<file path="config.mk">
export PLATFORM = sky130hd
export DESIGN_NAME = trap_sequencer
export DESIGN_NICKNAME = d
export VERILOG_FILES = /design/src/rtl/trap_sequencer.sv
export SDC_FILE = /design/constraint.sdc
export NUM_CORES = 1
export LEC_CHECK = 0
export CORE_MARGIN = 2
export CORE_UTILIZATION = 36
export DETAILED_ROUTE_END_ITERATION = 10
export GPL_ROUTABILITY_DRIVEN = 0
export GPL_TIMING_DRIVEN = 0
export PLACE_DENSITY_LB_ADDON = 0.3
export SETUP_SLACK_MARGIN = 0.4
export SYNTH_ARGS = -nofsm -noshare
export SYNTH_HDL_FRONTEND = slang
export SYNTH_SLANG_ARGS = --single-unit
</file>
<file path="constraint.sdc">
create_clock -name iCLK -period 1.4 [get_ports iCLK]
set_input_delay 0.28 -clock iCLK [delete_from_list [all_inputs] [get_ports iCLK]]
set_output_delay 0.28 -clock iCLK [all_outputs]
set_load 0.05 [all_outputs]
</file>
<file path="src/rtl/trap_sequencer.sv">
// Trap entry / URET sequencer for the RV32 multicycle core.
// Define TRAP_MEMFAULT_EN to enable the memory-check causes 4..7.
module trap_sequencer #(
  parameter logic [1:0] NUM_SEL_CSR   = 2'b00,
  parameter logic [1:0] NUM_SEL_UTVEC = 2'b01,
  parameter logic [1:0] NUM_SEL_UEPC  = 2'b10
) (
  input  logic        iCLK,
  input  logic        iRST,
  input  logic        iCheckFetch,
  input  logic        iCheckDecode,
  input  logic        iCheckMem,
  input  logic        iIsLoad,
  input  logic        iIsStore,
  input  logic        iPCMisaligned,
  input  logic        iOutText,
  input  logic        iOutData,
  input  logic        iExceptionLoad,
  input  logic        iExceptionStore,
  input  logic        iIllegal,
  input  logic        iEcall,
  input  logic        iUret,
  output logic        oKill,
  output logic        oTrapActive,
  output logic [31:0] oUcause,
  output logic        oCCSRWrite,
  output logic [2:0]  oCOrigWriteDataCSR,
  output logic [1:0]  oSelectNumRegCSR,
  output logic        oCEscreveCRSOut,
  output logic        oCEscrevePC,
  output logic [1:0]  oCOrigPC,
  output logic [15:0] oTrapCount
);

  typedef enum logic [2:0] {
    S_IDLE, S_CAUSE, S_EPC, S_VEC, S_JUMP, S_URET_RD, S_URET_JMP
  } state_t;

  state_t     state;
  logic       exc;
  logic [3:0] cause;
  logic       load_exc, load_data, store_exc, store_data;

`ifdef TRAP_MEMFAULT_EN
  assign load_exc   = iCheckMem & iIsLoad  & iExceptionLoad;
  assign load_data  = iCheckMem & iIsLoad  & iOutData;
  assign store_exc  = iCheckMem & iIsStore & iExceptionStore;
  assign store_data = iCheckMem & iIsStore & iOutData;
`else
  logic unused_mem;
  assign unused_mem = ^{iCheckMem, iIsLoad, iIsStore, iOutData, iExceptionLoad, iExceptionStore};
  assign load_exc   = 1'b0;
  assign load_data  = 1'b0;
  assign store_exc  = 1'b0;
  assign store_data = 1'b0;
`endif

  // Lowest cause code wins across all strobes; ecall (8) ranks below memory faults.
  always_comb begin
    // NOTE: every always_comb output gets a default first so no latch is inferred.
    exc   = 1'b1;
    cause = 4'd0;
    if      (iCheckFetch  & iPCMisaligned) cause = 4'd0;
    else if (iCheckFetch  & iOutText)      cause = 4'd1;
    else if (iCheckDecode & iIllegal)      cause = 4'd2;
    else if (load_exc)                     cause = 4'd4;
    else if (load_data)                    cause = 4'd5;
    else if (store_exc)                    cause = 4'd6;
    else if (store_data)                   cause = 4'd7;
    else if (iCheckDecode & iEcall)        cause = 4'd8;
    else                                   exc   = 1'b0;
  end

  assign oKill              = (state == S_IDLE) & exc;
  assign oCOrigWriteDataCSR = 3'b000;

  // Outputs are registered from the state being entered, so they line up with it.
  always_ff @(posedge iCLK) begin
    // NOTE: sequential state uses non-blocking assignments only.
    if (iRST) begin
      state            <= S_IDLE;
      oUcause          <= 32'd0;
      oTrapCount       <= 16'd0;
      oTrapActive      <= 1'b0;
      oCCSRWrite       <= 1'b0;
      oSelectNumRegCSR <= NUM_SEL_CSR;
      oCEscreveCRSOut  <= 1'b0;
      oCEscrevePC      <= 1'b0;
      oCOrigPC         <= 2'b00;
    end else begin
      oTrapActive      <= 1'b1;
      oCCSRWrite       <= 1'b0;
      oSelectNumRegCSR <= NUM_SEL_CSR;
      oCEscreveCRSOut  <= 1'b0;
      oCEscrevePC      <= 1'b0;
      oCOrigPC         <= 2'b00;
      unique case (state)
        S_IDLE: begin
          if (exc) begin
            state      <= S_CAUSE;
            oUcause    <= {28'd0, cause};
            oCCSRWrite <= 1'b1;
          end else if (iCheckDecode & iUret) begin
            state            <= S_URET_RD;
            oSelectNumRegCSR <= NUM_SEL_UEPC;
            oCEscreveCRSOut  <= 1'b1;
          end else begin
            oTrapActive <= 1'b0;
          end
        end
        S_CAUSE: begin
          state            <= S_EPC;
          oCCSRWrite       <= 1'b1;
          oSelectNumRegCSR <= NUM_SEL_UEPC;
        end
        S_EPC: begin
          state            <= S_VEC;
          oSelectNumRegCSR <= NUM_SEL_UTVEC;
          oCEscreveCRSOut  <= 1'b1;
        end
        S_VEC: begin
          state       <= S_JUMP;
          oCEscrevePC <= 1'b1;
          oCOrigPC    <= 2'b11;
          oTrapCount  <= oTrapCount + 16'd1;
        end
        S_URET_RD: begin
          state       <= S_URET_JMP;
          oCEscrevePC <= 1'b1;
          oCOrigPC    <= 2'b11;
        end
        default: begin
          state       <= S_IDLE;
          oTrapActive <= 1'b0;
        end
      endcase
    end
  end

endmodule

</file>
==> results of run 1 <==
Yosys cell counts, drive strengths merged, types with 2 or more instances:
| master | count | area share, % |
|---|---|---|
| dfxtp | 28 | 38 |
| nor3 | 8 | 2.7 |
| xnor2 | 8 | 4.7 |
| o21ai | 9 | 3.0 |
| inv | 2 | 0.51 |
| a21boi | 2 | 1.0 |
| a21oi | 12 | 4.0 |
| nor4 | 3 | 1.3 |
| clkbuf | 6 | 1.5 |
| a221oi | 2 | 1.2 |
| or3 | 6 | 2.9 |
| and2 | 2 | 0.84 |
| nand2 | 8 | 2.0 |
| nand3 | 3 | 1.0 |
| or3b | 2 | 1.2 |
| nand4 | 6 | 2.5 |
| nor2 | 13 | 3.3 |
| buf | 34 | 17 |
| xor2 | 2 | 1.2 |
| o21a | 3 | 1.5 |
| nand4b | 3 | 2.8 |
per-layer routing:
layer	vias up	GRT usage [%]
li1	776	-
met1	719	23.15
met2	81	30.70
met3	14	2.632
met4	0	7.500
met5	-	0
placed cells by master (no fill, tap or decap), types with 7 or more instances in the layout:
cell and n:
sky130_fd_sc_hd__dfxtp_2 12, sky130_fd_sc_hd__nand2_1 7, sky130_fd_sc_hd__buf_4 55, sky130_fd_sc_hd__nor2_1 10, sky130_fd_sc_hd__conb_1 32, sky130_fd_sc_hd__nor3_4 7, sky130_fd_sc_hd__buf_8 28, sky130_fd_sc_hd__dfxtp_4 16
sky130_fd_sc_hd__a21oi_1 12, sky130_fd_sc_hd__buf_6 25
critical path, cell delays in order (launching register included):
cell	delay, ns
sky130_fd_sc_hd__dfxtp_2	0.34
sky130_fd_sc_hd__buf_6	0.11
sky130_fd_sc_hd__nand4b_4	0.19
sky130_fd_sc_hd__or3_4	0.43
sky130_fd_sc_hd__or3_1	0.37
sky130_fd_sc_hd__a21oi_1	0.13
sequential cells by signal, summed over array words and instances, names as in the netlist:
| signal | cells |
|---|---|
| oCEscreveCRSOut | 1 |
| oSelectNumRegCSR | 2 |
| oUcause | 3 |
| oCCSRWrite | 1 |
| oTrapActive | 1 |
| oCOrigPC | 1 |
| state | 3 |
| oTrapCount | 16 |
path summary, 6_finish.rpt:
path,from,to,slack [ns],cells after the start
max,state[2]$_SDFFE_PP0P_,oTrapCount[13]$_SDFFE_PP0P_,-0.24,5
min,iCheckDecode,oUcause[1]$_SDFFE_PP0P_,0.32,3
max reg2reg,state[2]$_SDFFE_PP0P_,oTrapCount[13]$_SDFFE_PP0P_,-0.24,5
min reg2reg,oUcause[3]$_SDFFE_PP0P_,oUcause[3]$_SDFFE_PP0P_,0.48,2
power breakdown:
part           internal (W)  switching [W]  leakage, nW
clock              0.000197       0.000245       0.0231
sequential         0.000820      0.0000425        0.245
combinational      0.000414       0.000554         1.08
timing repair:
item	in CTS	in global routing
resized for setup	317	15
setup buffers	26	16
hold endpoints to repair	0	0
pin swaps	21	18
gates cloned	0	1
setup endpoints to repair	55	56
metrics by stage:
stage | util [%] | power [W]
finish | 74.89 | 0.002273
global route | 74.89 | 0.002374
CTS | 69.97 | 0.002223
detailed placement | 54.10 | 0.001576
global placement | 54.10 | 0.001572
floorplan | - | 0.001445
cells by family after synthesis:
| group | after synthesis | share of synthesized area [%] |
|---|---|---|
| AND/OR/NAND/NOR | 60 | 23.44 |
| buffers and inverters | 42 | 19.22 |
| AO/OA/AOI/OAI | 30 | 11.89 |
| flip-flops | 28 | 37.77 |
| XOR/XNOR | 10 | 5.903 |
| adder cells (fa/ha/maj) | 1 | 0.8430 |
| other | 1 | 0.2527 |
| multiplexers | 1 | 0.6746 |
layout make-up:
type	instances	area, um^2
buffer	40	326.6
clock buffer	3	41.29
clock inverter	1	3.754
fill	233	997.2
inverter	2	7.507
multi-input combinational	134	1020
sequential	28	635.6
tap	50	62.56
timing repair buffer	78	877.1
==> results, run 1 <==
- The all-layer global routing usage is 18.20%.
- Summing all placed instances gives a cell area of 2148 um^2.
- The total negative slack for setup checks is -1.354 ns.
- For this design the ratio of total power to cell area is 764.2 nW/um^2.
- The dominant synthesized flop cell is sky130_fd_sc_hd__dfxtp_1.
- TritonCTS created 3 clock buffers.
- The post-route non-filler standard cell count is 336.
- Max-cap violations in this run came to 0.
- The initial antenna violation count was 0.
- For the worst setup path, the data required time is 1.60 ns.
- The die covers 4651 um^2.
- After routing the design area is 2974 um^2.
- In the routed layout, each cell is associated on average with a via count of 4.732.
- Sequential elements use 37.77% of the synthesized area.
- The starting utilization of the core area is 37.37%.
- At the later pin of the worst-skew pair, clock insertion delay measures 0.27 ns.
- The total core area is 3971 um^2.
- The routed length per instance is 13.46 um.
- Measured against its own limit, the worst slew margin works out to 62.55%.
- The clock tree root driver cell is sky130_fd_sc_hd__clkbuf_8.
- The first-pass iteration count of the detailed router is 5.
- The worst min-delay path category is in -> reg.
- The wire length on met2 is 2.329 mm.
- The worst path uses 117.3% of the clock period.
- The worst setup path is captured at a flip-flop.
- The slew at the pin closest to its max-slew limit is 0.5618 ns.
- The first-pass GRT wire length is 6.486 mm.
- The number of distinct standard cells referenced by the synthesized netlist is 35.
- The clock slew seen by the registers of the worst setup and hold paths is 0.09 ns.
- In this run, placement finished with an instance count of 289.
- Prior to clock tree synthesis, the placed netlist has a worst setup slack of -0.8812 ns.
- The worst hold slack is 0.3198 ns.
- The number of antenna diodes in the final layout is 0.
- The worst path in the final design needs a cycle of 1.642 ns, including I/O delays and setup.
- Setup repair after global routing could not meet its margin everywhere.
- The chip height is 68.20 um.
- In the synthesized netlist the async set-or-reset flop fraction comes to 0%.
- By startpoint and endpoint, the worst setup path is classified as reg -> reg.
- Summed over all layers, the global routing overflow is 0.
- The worst setup path is launched from a flip-flop.
- In this run the count of I/O pins placed on the die edge is 75.
- The number of global-route vias before repair came to 1388.
- No sink is reached through more buffers than the 2 on the longest clock path.
- The TritonCTS clock tree is built.
- The number of hold buffers added after cts is 0.
- The leakage power figure is 1.348 nW.
- In the routed design, unresolved DRC markers number 0.
- Port buffering added 35 buffers.
- Wires add up to 4.522 mm.
- The number of DRC markers after the initial detailed-route iteration is 81.
- The maximum clock skew at final layout is 0.005412 ns.
- In this run the horizontal extent of the chip is 68.20 um.
- Setup slack on the critical path of the routed design comes to -0.2417 ns.
- After legalization and detailed placement, the total HPWL measured 2.258 mm.
- The synthesized netlist cell count is 173.
- The net count reported at finish is 303.
- The clock net sink count is 28.
- The floorplan has 23 rows.
- The number of failing hold endpoints at the final stage was 0.
- The routed metal-1 wire length is 1.773 mm.
- The highest routed metal layer is met4.
- IR analysis of the VDD net gives a maximum drop of 0.4199 mV.
- The run finished, with violations left.
- After synthesis the netlist holds a flip-flop and latch count of 28.
- The area added between synthesis and finish is 100.4%.
- Once detail routing completed, the nets flagged for antenna violations numbered 0.
- The final reports fail on negative setup slack.
- The maximum clock frequency is 609.1 MHz.
- The per-instance average area after synthesis is 8.578 um^2.
- The overall via count from detail_route is 1590.
- The largest fanout on the critical path is 6.
- The number of enable-type register cells in the synthesized netlist is 0.
- The total setup violations reported at the end of the flow is 11.
- The total met3 wirelength after detailed routing is 294 um.
- The pin count of the biggest net entering global routing is 16.
- The count of yosys warnings during synthesis is 0.
- The number of max-slew violations in the final report is 0.
- The ratio of cells with drive above 1 in the final layout is 62.94%.
- The synthesized netlist occupies a cell area of 1484 um^2.
- CTS built an H-tree with a depth of 1.
- Data arrives at the worst endpoint at 1.85 ns.
No activity file was read; power rests on OpenSTA's default activity.
==> run 2, diff against run 1 <==
--- a/config.mk
+++ b/config.mk
@@ -10,6 +10,7 @@
 export DETAILED_ROUTE_END_ITERATION = 10
 export GPL_ROUTABILITY_DRIVEN = 0
 export GPL_TIMING_DRIVEN = 0
+export MAX_ROUTING_LAYER = met4
 export PLACE_DENSITY_LB_ADDON = 0.3
 export SETUP_SLACK_MARGIN = 0.4
 export SYNTH_ARGS = -nofsm -noshare
==> results, run 2 (synthesis gave the netlist of run 1 again) <==
- The logic depth of the worst register-to-register path is 5 (unchanged).
- The count of input and output buffers was 35 (unchanged).
- The number of global-route vias before repair is 1390 (+0.14%).
- The residual DRC count was 0 (unchanged).
- The die footprint is 4651 um^2 (unchanged).
- The maximum clock skew at final layout is 0.001945 ns (-0.003467 ns).
- The register with the most flip-flops is oTrapCount.
- The number of nets still failing antenna checks after routing is 0 (unchanged).
- The first-pass GRT wire length is 6.479 mm (-0.11%).
- The run finished, with violations left.
- The most common cell after layout, fill and taps aside is sky130_fd_sc_hd__buf_4.
- The area growth from synthesis to layout is 101.3%.
- The maximum root-to-sink buffer count is 2 (unchanged).
- The final critical-path required period is 1.657 ns (+0.01529 ns).
- The number of top-level design ports is 75 (unchanged).
- The clock net sink count was 28 (unchanged).
- The total core area came to 3971 um^2 (unchanged).
- In this run the worst setup path terminates at oTrapCount[15]$_SDFFE_PP0P_.
- TritonCTS built the clock tree.
- The flip-flop count of the largest register, all copies and words added came to 16 (unchanged).
- The library cells used most frequently in the layout, excluding fill and tap cells, are 57 x sky130_fd_sc_hd__buf_4, 32 x sky130_fd_sc_hd__conb_1, 29 x sky130_fd_sc_hd__buf_8.
- CTS placed an instance of sky130_fd_sc_hd__clkbuf_8 at the clock tree root.
- The kind of end point of the critical path is a flip-flop.
- The register-to-register setup slack is -0.26 ns (-0.02 ns).
- The number of DRC markers after the initial detailed-route iteration is 55 (-32%).
- The overall die width is 68.20 um (unchanged).
- The routed length per instance is 13.90 um (+3.3%).
- The leakage power figure is 1.351 nW (+0.21%).
- The total setup violations reported at the end of the flow was 11 (unchanged).
- The reg-to-reg startpoint is state[2]$_SDFFE_PP0P_.
- The number of failing hold endpoints at the final stage is 0 (unchanged).
- The deepest level of the CTS H-tree is 1 (unchanged).
- The number of CTS-inserted buffers is 3 (unchanged).
- The all-layer global routing usage came to 18.68% (+0.48 points).
- The arrival time of data at the critical path endpoint is 1.86 ns (about the same).
- The pin count of the biggest net entering global routing is 16 (unchanged).
- The power per cell area is 767.2 nW/um^2 (+0.39%).
- The worst slew margin relative to its limit is 62.44% (-0.11 points).
- The worst setup path is launched from a flip-flop.
- The global route total overflow is 0 (unchanged).
- The clock latency on the worst-skew pair is 0.27 ns (about the same).
- The number of max-slew violations in the final report is 0 (unchanged).
- In this run the critical register-to-register path is captured at oTrapCount[15]$_SDFFE_PP0P_.
- The count of fill cells added during filler insertion came to 232 (-0.43%).
- The worst hold slack is 0.3241 ns (+0.004269 ns).
- The initial antenna violation count was 0 (unchanged).
- The slew at the pin closest to its max-slew limit is 0.5634 ns (+0.001662 ns).
- The starting utilization of the core area is 37.37% (unchanged).
- The total negative slack for setup checks was -1.474 ns (-0.1202 ns).
- The net count reported at finish came to 303 (unchanged).
- The worst setup slack after layout was -0.2569 ns (-0.01529 ns).
- The half-perimeter wire length after detailed placement is 2.258 mm (unchanged).
- The clock slew seen by the registers of the worst setup and hold paths came to 0.09 ns (about the same).
- The peak supply drop came to 0.4176 mV (-0.55%).
- The checks that failed: negative setup slack.
- The area of all sequential standard cells came to 635.6 um^2 (unchanged).
- The antenna diode instance count was 0 (unchanged).
- The chip height is 68.20 um (unchanged).
- The maximum clock frequency came to 603.5 MHz (-0.92%).
- The largest fanout on the critical path is 6 (unchanged).
- The most critical setup path has its startpoint at state[2]$_SDFFE_PP0P_.
- The data required time of the worst path is 1.60 ns (about the same).
- The multi-input logic area is 1023 um^2 (+0.37%).
- In the final layout, the registers with the most flip-flops are oTrapCount: 16 flops, oUcause: 3 flops, state: 3 flops.
- The final clock period utilization by the worst path is 118.4% (+1.1 points).
- The total routed wirelength is 4.672 mm (+3.3%).
- The ratio of routed vias to standard cells is 4.762 (+0.63%).
- The overall via count from detail_route came to 1600 (+0.63%).
- The row count is 23 (unchanged).
- The max-capacitance violation count is 0 (unchanged).
- Setup repair after global routing could not meet its margin everywhere.
- The ratio of cells with drive above 1 in the final layout is 63.29% (+0.35 points).
- The first-pass iteration count of the detailed router was 4 (-1).
- The worst setup path is of the reg -> reg kind.
- The worst min-delay path category is in -> reg.
-- run 2: per-layer routing --
layer | vias to the layer above | track usage [%] | part of all wire, %
li1 | 770 | - | -
met1 | 732 | 22.95 | 39
met2 | 80 | 30.70 | 51
met3 | 18 | 2.467 | 6.1
met4 | 0 | 8.000 | 3.9
met5 | - | - | 0
-- run 2: area by class of cell --
type	count	area share [%]
clock inverter	1	0.1257
inverter	2	0.2514
buffer	40	10.93
sequential	28	21.28
clock buffer	3	1.382
tap	50	2.095
multi-input combinational	134	34.27
timing repair buffer	78	29.66
-- run 2: critical path, stage by stage, from the launching register on --
cell                       delay, ns
sky130_fd_sc_hd__dfxtp_2        0.34
sky130_fd_sc_hd__buf_6          0.11
sky130_fd_sc_hd__nand4b_4       0.20
sky130_fd_sc_hd__or3_4          0.43
sky130_fd_sc_hd__or3b_1         0.38
sky130_fd_sc_hd__a21oi_1        0.13
-- run 2: stage by stage --
step	instances	instance area, um^2	utilization [%]	setup slack [ns]	total power (W)
2_1_floorplan	204	1735	-	-0.1208	0.001445
3_3_place_gp	289	2148	54.10	-0.8732	0.001572
3_5_place_dp	289	2148	54.10	-0.8812	0.001576
4_1_cts	319	2779	69.97	-0.2383	0.002223
5_1_grt	336	2987	75.20	-0.2801	0.002377
6_report	336	2987	75.20	-0.2569	0.002291
-- run 2: how the worst min path moves through the flow --
stage	depth (start not counted)	startpoint	endpoint	slack, ns
after global placement	2	oUcause[3]$_SDFFE_PP0P_	oUcause[3]$_SDFFE_PP0P_	0.46
after floorplan	2	iIllegal	oUcause[1]$_SDFFE_PP0P_	0.43
after CTS	3	iCheckDecode	oUcause[1]$_SDFFE_PP0P_	0.30
after global routing	3	iCheckDecode	oUcause[1]$_SDFFE_PP0P_	0.34
final	3	iCheckDecode	oUcause[1]$_SDFFE_PP0P_	0.32
after detailed placement	2	oUcause[3]$_SDFFE_PP0P_	oUcause[3]$_SDFFE_PP0P_	0.46
-- run 2: repair_timing --
item | 4_1_cts | 5_1_grt
cloned | 0 | 1
setup buffers | 26 | 16
hold buffers | 0 | 0
gates resized for setup | 317 | 19
pin swaps | 21 | 19
setup endpoints to repair | 55 | 56
-- run 2: power by group --
part,internal (W),total [W],leakage (nW),switching (W)
Clock,0.000197,0.000449,0.0231,0.000252
Combinational,0.000419,0.000977,1.08,0.000558
Sequential,0.000820,0.000865,0.245,0.0000445
==> run 3, diff against run 2 <==
--- a/config.mk
+++ b/config.mk
@@ -13,6 +13,7 @@
 export MAX_ROUTING_LAYER = met4
 export PLACE_DENSITY_LB_ADDON = 0.3
 export SETUP_SLACK_MARGIN = 0.4
+export SKIP_LAST_GASP = 1
 export SYNTH_ARGS = -nofsm -noshare
 export SYNTH_HDL_FRONTEND = slang
 export SYNTH_SLANG_ARGS = --single-unit
==> results, run 3 (synthesis gave the netlist of run 1 again) <==
- The run finished, with violations left.
- The final reports fail on negative setup slack.
- The logic depth of the worst register-to-register path is 5 (unchanged).
- The number of global-route vias before repair is 1306 (-6.0%).
- The register with the most flip-flops is oTrapCount.
- The largest fanout on the critical path is 4 (-2).
- The most common cell after layout, fill and taps aside is sky130_fd_sc_hd__buf_4.
- The number of max-slew violations in the final report was 0 (unchanged).
- The multi-input logic area came to 998.5 um^2 (-2.4%).
- The number of instances on the worst hold path is 3 (unchanged).
- The power per cell area came to 799.8 nW/um^2 (+4.3%).
- The number of failing hold endpoints at the final stage was 0 (unchanged).
- The die footprint is 4651 um^2 (unchanged).
- The worst hold path endpoint is oUcause[1]$_SDFFE_PP0P_.
- The startpoint identified for the worst hold timing path is iCheckDecode.
- The starting utilization of the core area is 37.37% (unchanged).
- The global route total overflow is 0 (unchanged).
- The first-pass iteration count of the detailed router is 4 (unchanged).
- The number of nets still failing antenna checks after routing is 0 (unchanged).
- The worst slew margin relative to its limit is 61.27% (-1.2 points).
- The max-capacitance violation count is 0 (unchanged).
- The leakage power figure is 1.296 nW (-4.1%).
- Setup repair after global routing could not meet its margin everywhere.
- The total setup violations reported at the end of the flow is 13 (+2).
- The total core area came to 3971 um^2 (unchanged).
- The number of CTS-inserted buffers is 3 (unchanged).
- The register-to-register setup slack is -0.34 ns (-0.09 ns).
- The maximum clock frequency is 573.4 MHz (-5.0%).
- The first-pass GRT wire length came to 6.106 mm (-5.8%).
- The post-route non-filler standard cell count is 329 (-2.1%).
- The routed length per instance is 14.16 um (+1.9%).
- The area of all sequential standard cells came to 635.6 um^2 (unchanged).
- The cell area after layout is 2884 um^2 (-3.4%).
- The worst min-delay path category is in -> reg.
- The deepest level of the CTS H-tree is 1 (unchanged).
- The library cells used most frequently in the layout, excluding fill and tap cells, are 50 x sky130_fd_sc_hd__buf_4, 32 x sky130_fd_sc_hd__conb_1, 28 x sky130_fd_sc_hd__buf_8.
- The chip height was 68.20 um (unchanged).
- The placed cell area is 2148 um^2 (unchanged).
- The all-layer global routing usage is 17.58% (-1.1 points).
- The endpoint of the lowest-slack register-to-register path is oTrapCount[15]$_SDFFE_PP0P_.
- The start-to-end type of the worst setup path is reg -> reg.
- The half-perimeter wire length after detailed placement is 2.258 mm (unchanged).
- The final critical-path required period was 1.744 ns (+0.08702 ns).
- The clock net sink count is 28 (unchanged).
- TritonCTS built the clock tree.
- In this run the clock root is driven by a sky130_fd_sc_hd__clkbuf_8.
- The count of placed standard cells including taps came to 289 (unchanged).
- The total negative slack for setup checks is -1.864 ns (-0.3900 ns).
- The data required time of the worst path is 1.60 ns (about the same).
- The kind of end point of the critical path is a flip-flop.
- The ratio of cells with drive above 1 in the final layout was 62.01% (-1.3 points).
- The row count is 23 (unchanged).
- The worst setup slack after layout is -0.3440 ns (-0.08702 ns).
- The maximum clock skew at final layout is 0.003446 ns (+0.001501 ns).
- The number of hold buffers added after cts is 0 (unchanged).
- The count of fill cells added during filler insertion was 262 (+13%).
- The flip-flop count of the largest register, all copies and words added is 16 (unchanged).
- The core utilization of the finished layout is 72.62% (-2.6 points).
- The final clock period utilization by the worst path is 124.6% (+6.2 points).
- The net count reported at finish came to 296 (-2.3%).
- The initial antenna violation count is 0 (unchanged).
- The clock latency on the worst-skew pair was 0.27 ns (about the same).
- The count of input and output buffers came to 35 (unchanged).
- The number of top-level design ports is 75 (unchanged).
- The nature of the critical path startpoint is a flip-flop.
- The residual DRC count came to 0 (unchanged).
- The antenna diode instance count is 0 (unchanged).
- The maximum root-to-sink buffer count is 2 (unchanged).
- The arrival time of data at the critical path endpoint is 1.95 ns (+0.09 ns).
- The overall via count from detail_route is 1548 (-3.3%).
- The overall die width is 68.20 um (unchanged).
- The slew at the pin closest to its max-slew limit is 0.5809 ns (+0.01747 ns).
- The worst register-to-register path begins at oTrapCount[7]$_SDFFE_PP0P_.
- The ratio of routed vias to standard cells is 4.705 (-1.2%).
- The largest registers in the layout are oTrapCount: 16 flops, oUcause: 3 flops, state: 3 flops.
- The number of DRC markers after the initial detailed-route iteration is 68 (+24%).
- The area added between synthesis and finish is 94.35%.
- The pin count of the biggest net entering global routing is 16 (unchanged).
- The peak supply drop came to 0.4881 mV (+17%).
- The clock slew seen by the registers of the worst setup and hold paths is 0.10 ns (about the same).
- The total routed wirelength is 4.660 mm (-0.26%).
## run 3: worst max-delay path by stage
stage / startpoint / end / slack, ns
6_report: oTrapCount[7]$_SDFFE_PP0P_ / oTrapCount[15]$_SDFFE_PP0P_ / -0.34
5_1_grt: oTrapCount[7]$_SDFFE_PP0P_ / oTrapCount[15]$_SDFFE_PP0P_ / -0.42
4_1_cts: state[2]$_SDFFE_PP0P_ / oKill / -0.24
3_5_place_dp: iCheckDecode / oKill / -0.88
3_3_place_gp: iCheckDecode / oKill / -0.87
2_1_floorplan: oTrapCount[2]$_SDFFE_PP0P_ / oTrapCount[15]$_SDFFE_PP0P_ / -0.12
## run 3: layer usage
metal | routed length [um] | track usage, %
met2 | 2494 | 29.25
met1 | 1839 | 21.92
met4 | 89 | 4.750
met5 | 0 | -
met3 | 237 | 3.125
## run 3: what timing repair did
item                                    in CTS  in global routing
endpoints found under the setup margin      55                 56
setup buffers                               26                 10
gates resized for setup                    297                 28
pin swaps                                   19                 23
## run 3: critical path, stage by stage (launching register included)
cell and delay [ns]:
sky130_fd_sc_hd__dfxtp_4 0.37, sky130_fd_sc_hd__buf_6 0.10, sky130_fd_sc_hd__nand4_1 0.25, sky130_fd_sc_hd__nor3_1 0.39, sky130_fd_sc_hd__or3b_1 0.43, sky130_fd_sc_hd__a21oi_1 0.14
## run 3: final cells by class
type / count / share of cell area [%]
Tap cell: 50 / 2.169
Buffer: 40 / 11.37
Clock inverter: 1 / 0.1302
Multi-Input combinational cell: 134 / 34.62
Clock buffer: 3 / 1.432
Sequential cell: 28 / 22.04
Inverter: 2 / 0.2603
Timing Repair Buffer: 71 / 27.98
## run 3: where the power goes
group          total, W  internal, W  switching [W]
logic          0.000987     0.000426       0.000561
clock network  0.000454     0.000197       0.000257
registers      0.000866     0.000820      0.0000455
total           0.00231      0.00144       0.000863
## run 3: per-stage QoR
| stage | hold slack, ns | power [W] | worst slack (ns) |
|---|---|---|---|
| 2_1_floorplan | 0.4343 | 0.001445 | -0.1208 |
| 3_3_place_gp | 0.4579 | 0.001572 | -0.8732 |
| 3_5_place_dp | 0.4591 | 0.001576 | -0.8812 |
| 4_1_cts | 0.3027 | 0.002196 | -0.2383 |
| 5_1_grt | 0.3020 | 0.002397 | -0.4166 |
| 6_report | 0.2970 | 0.002307 | -0.3440 |
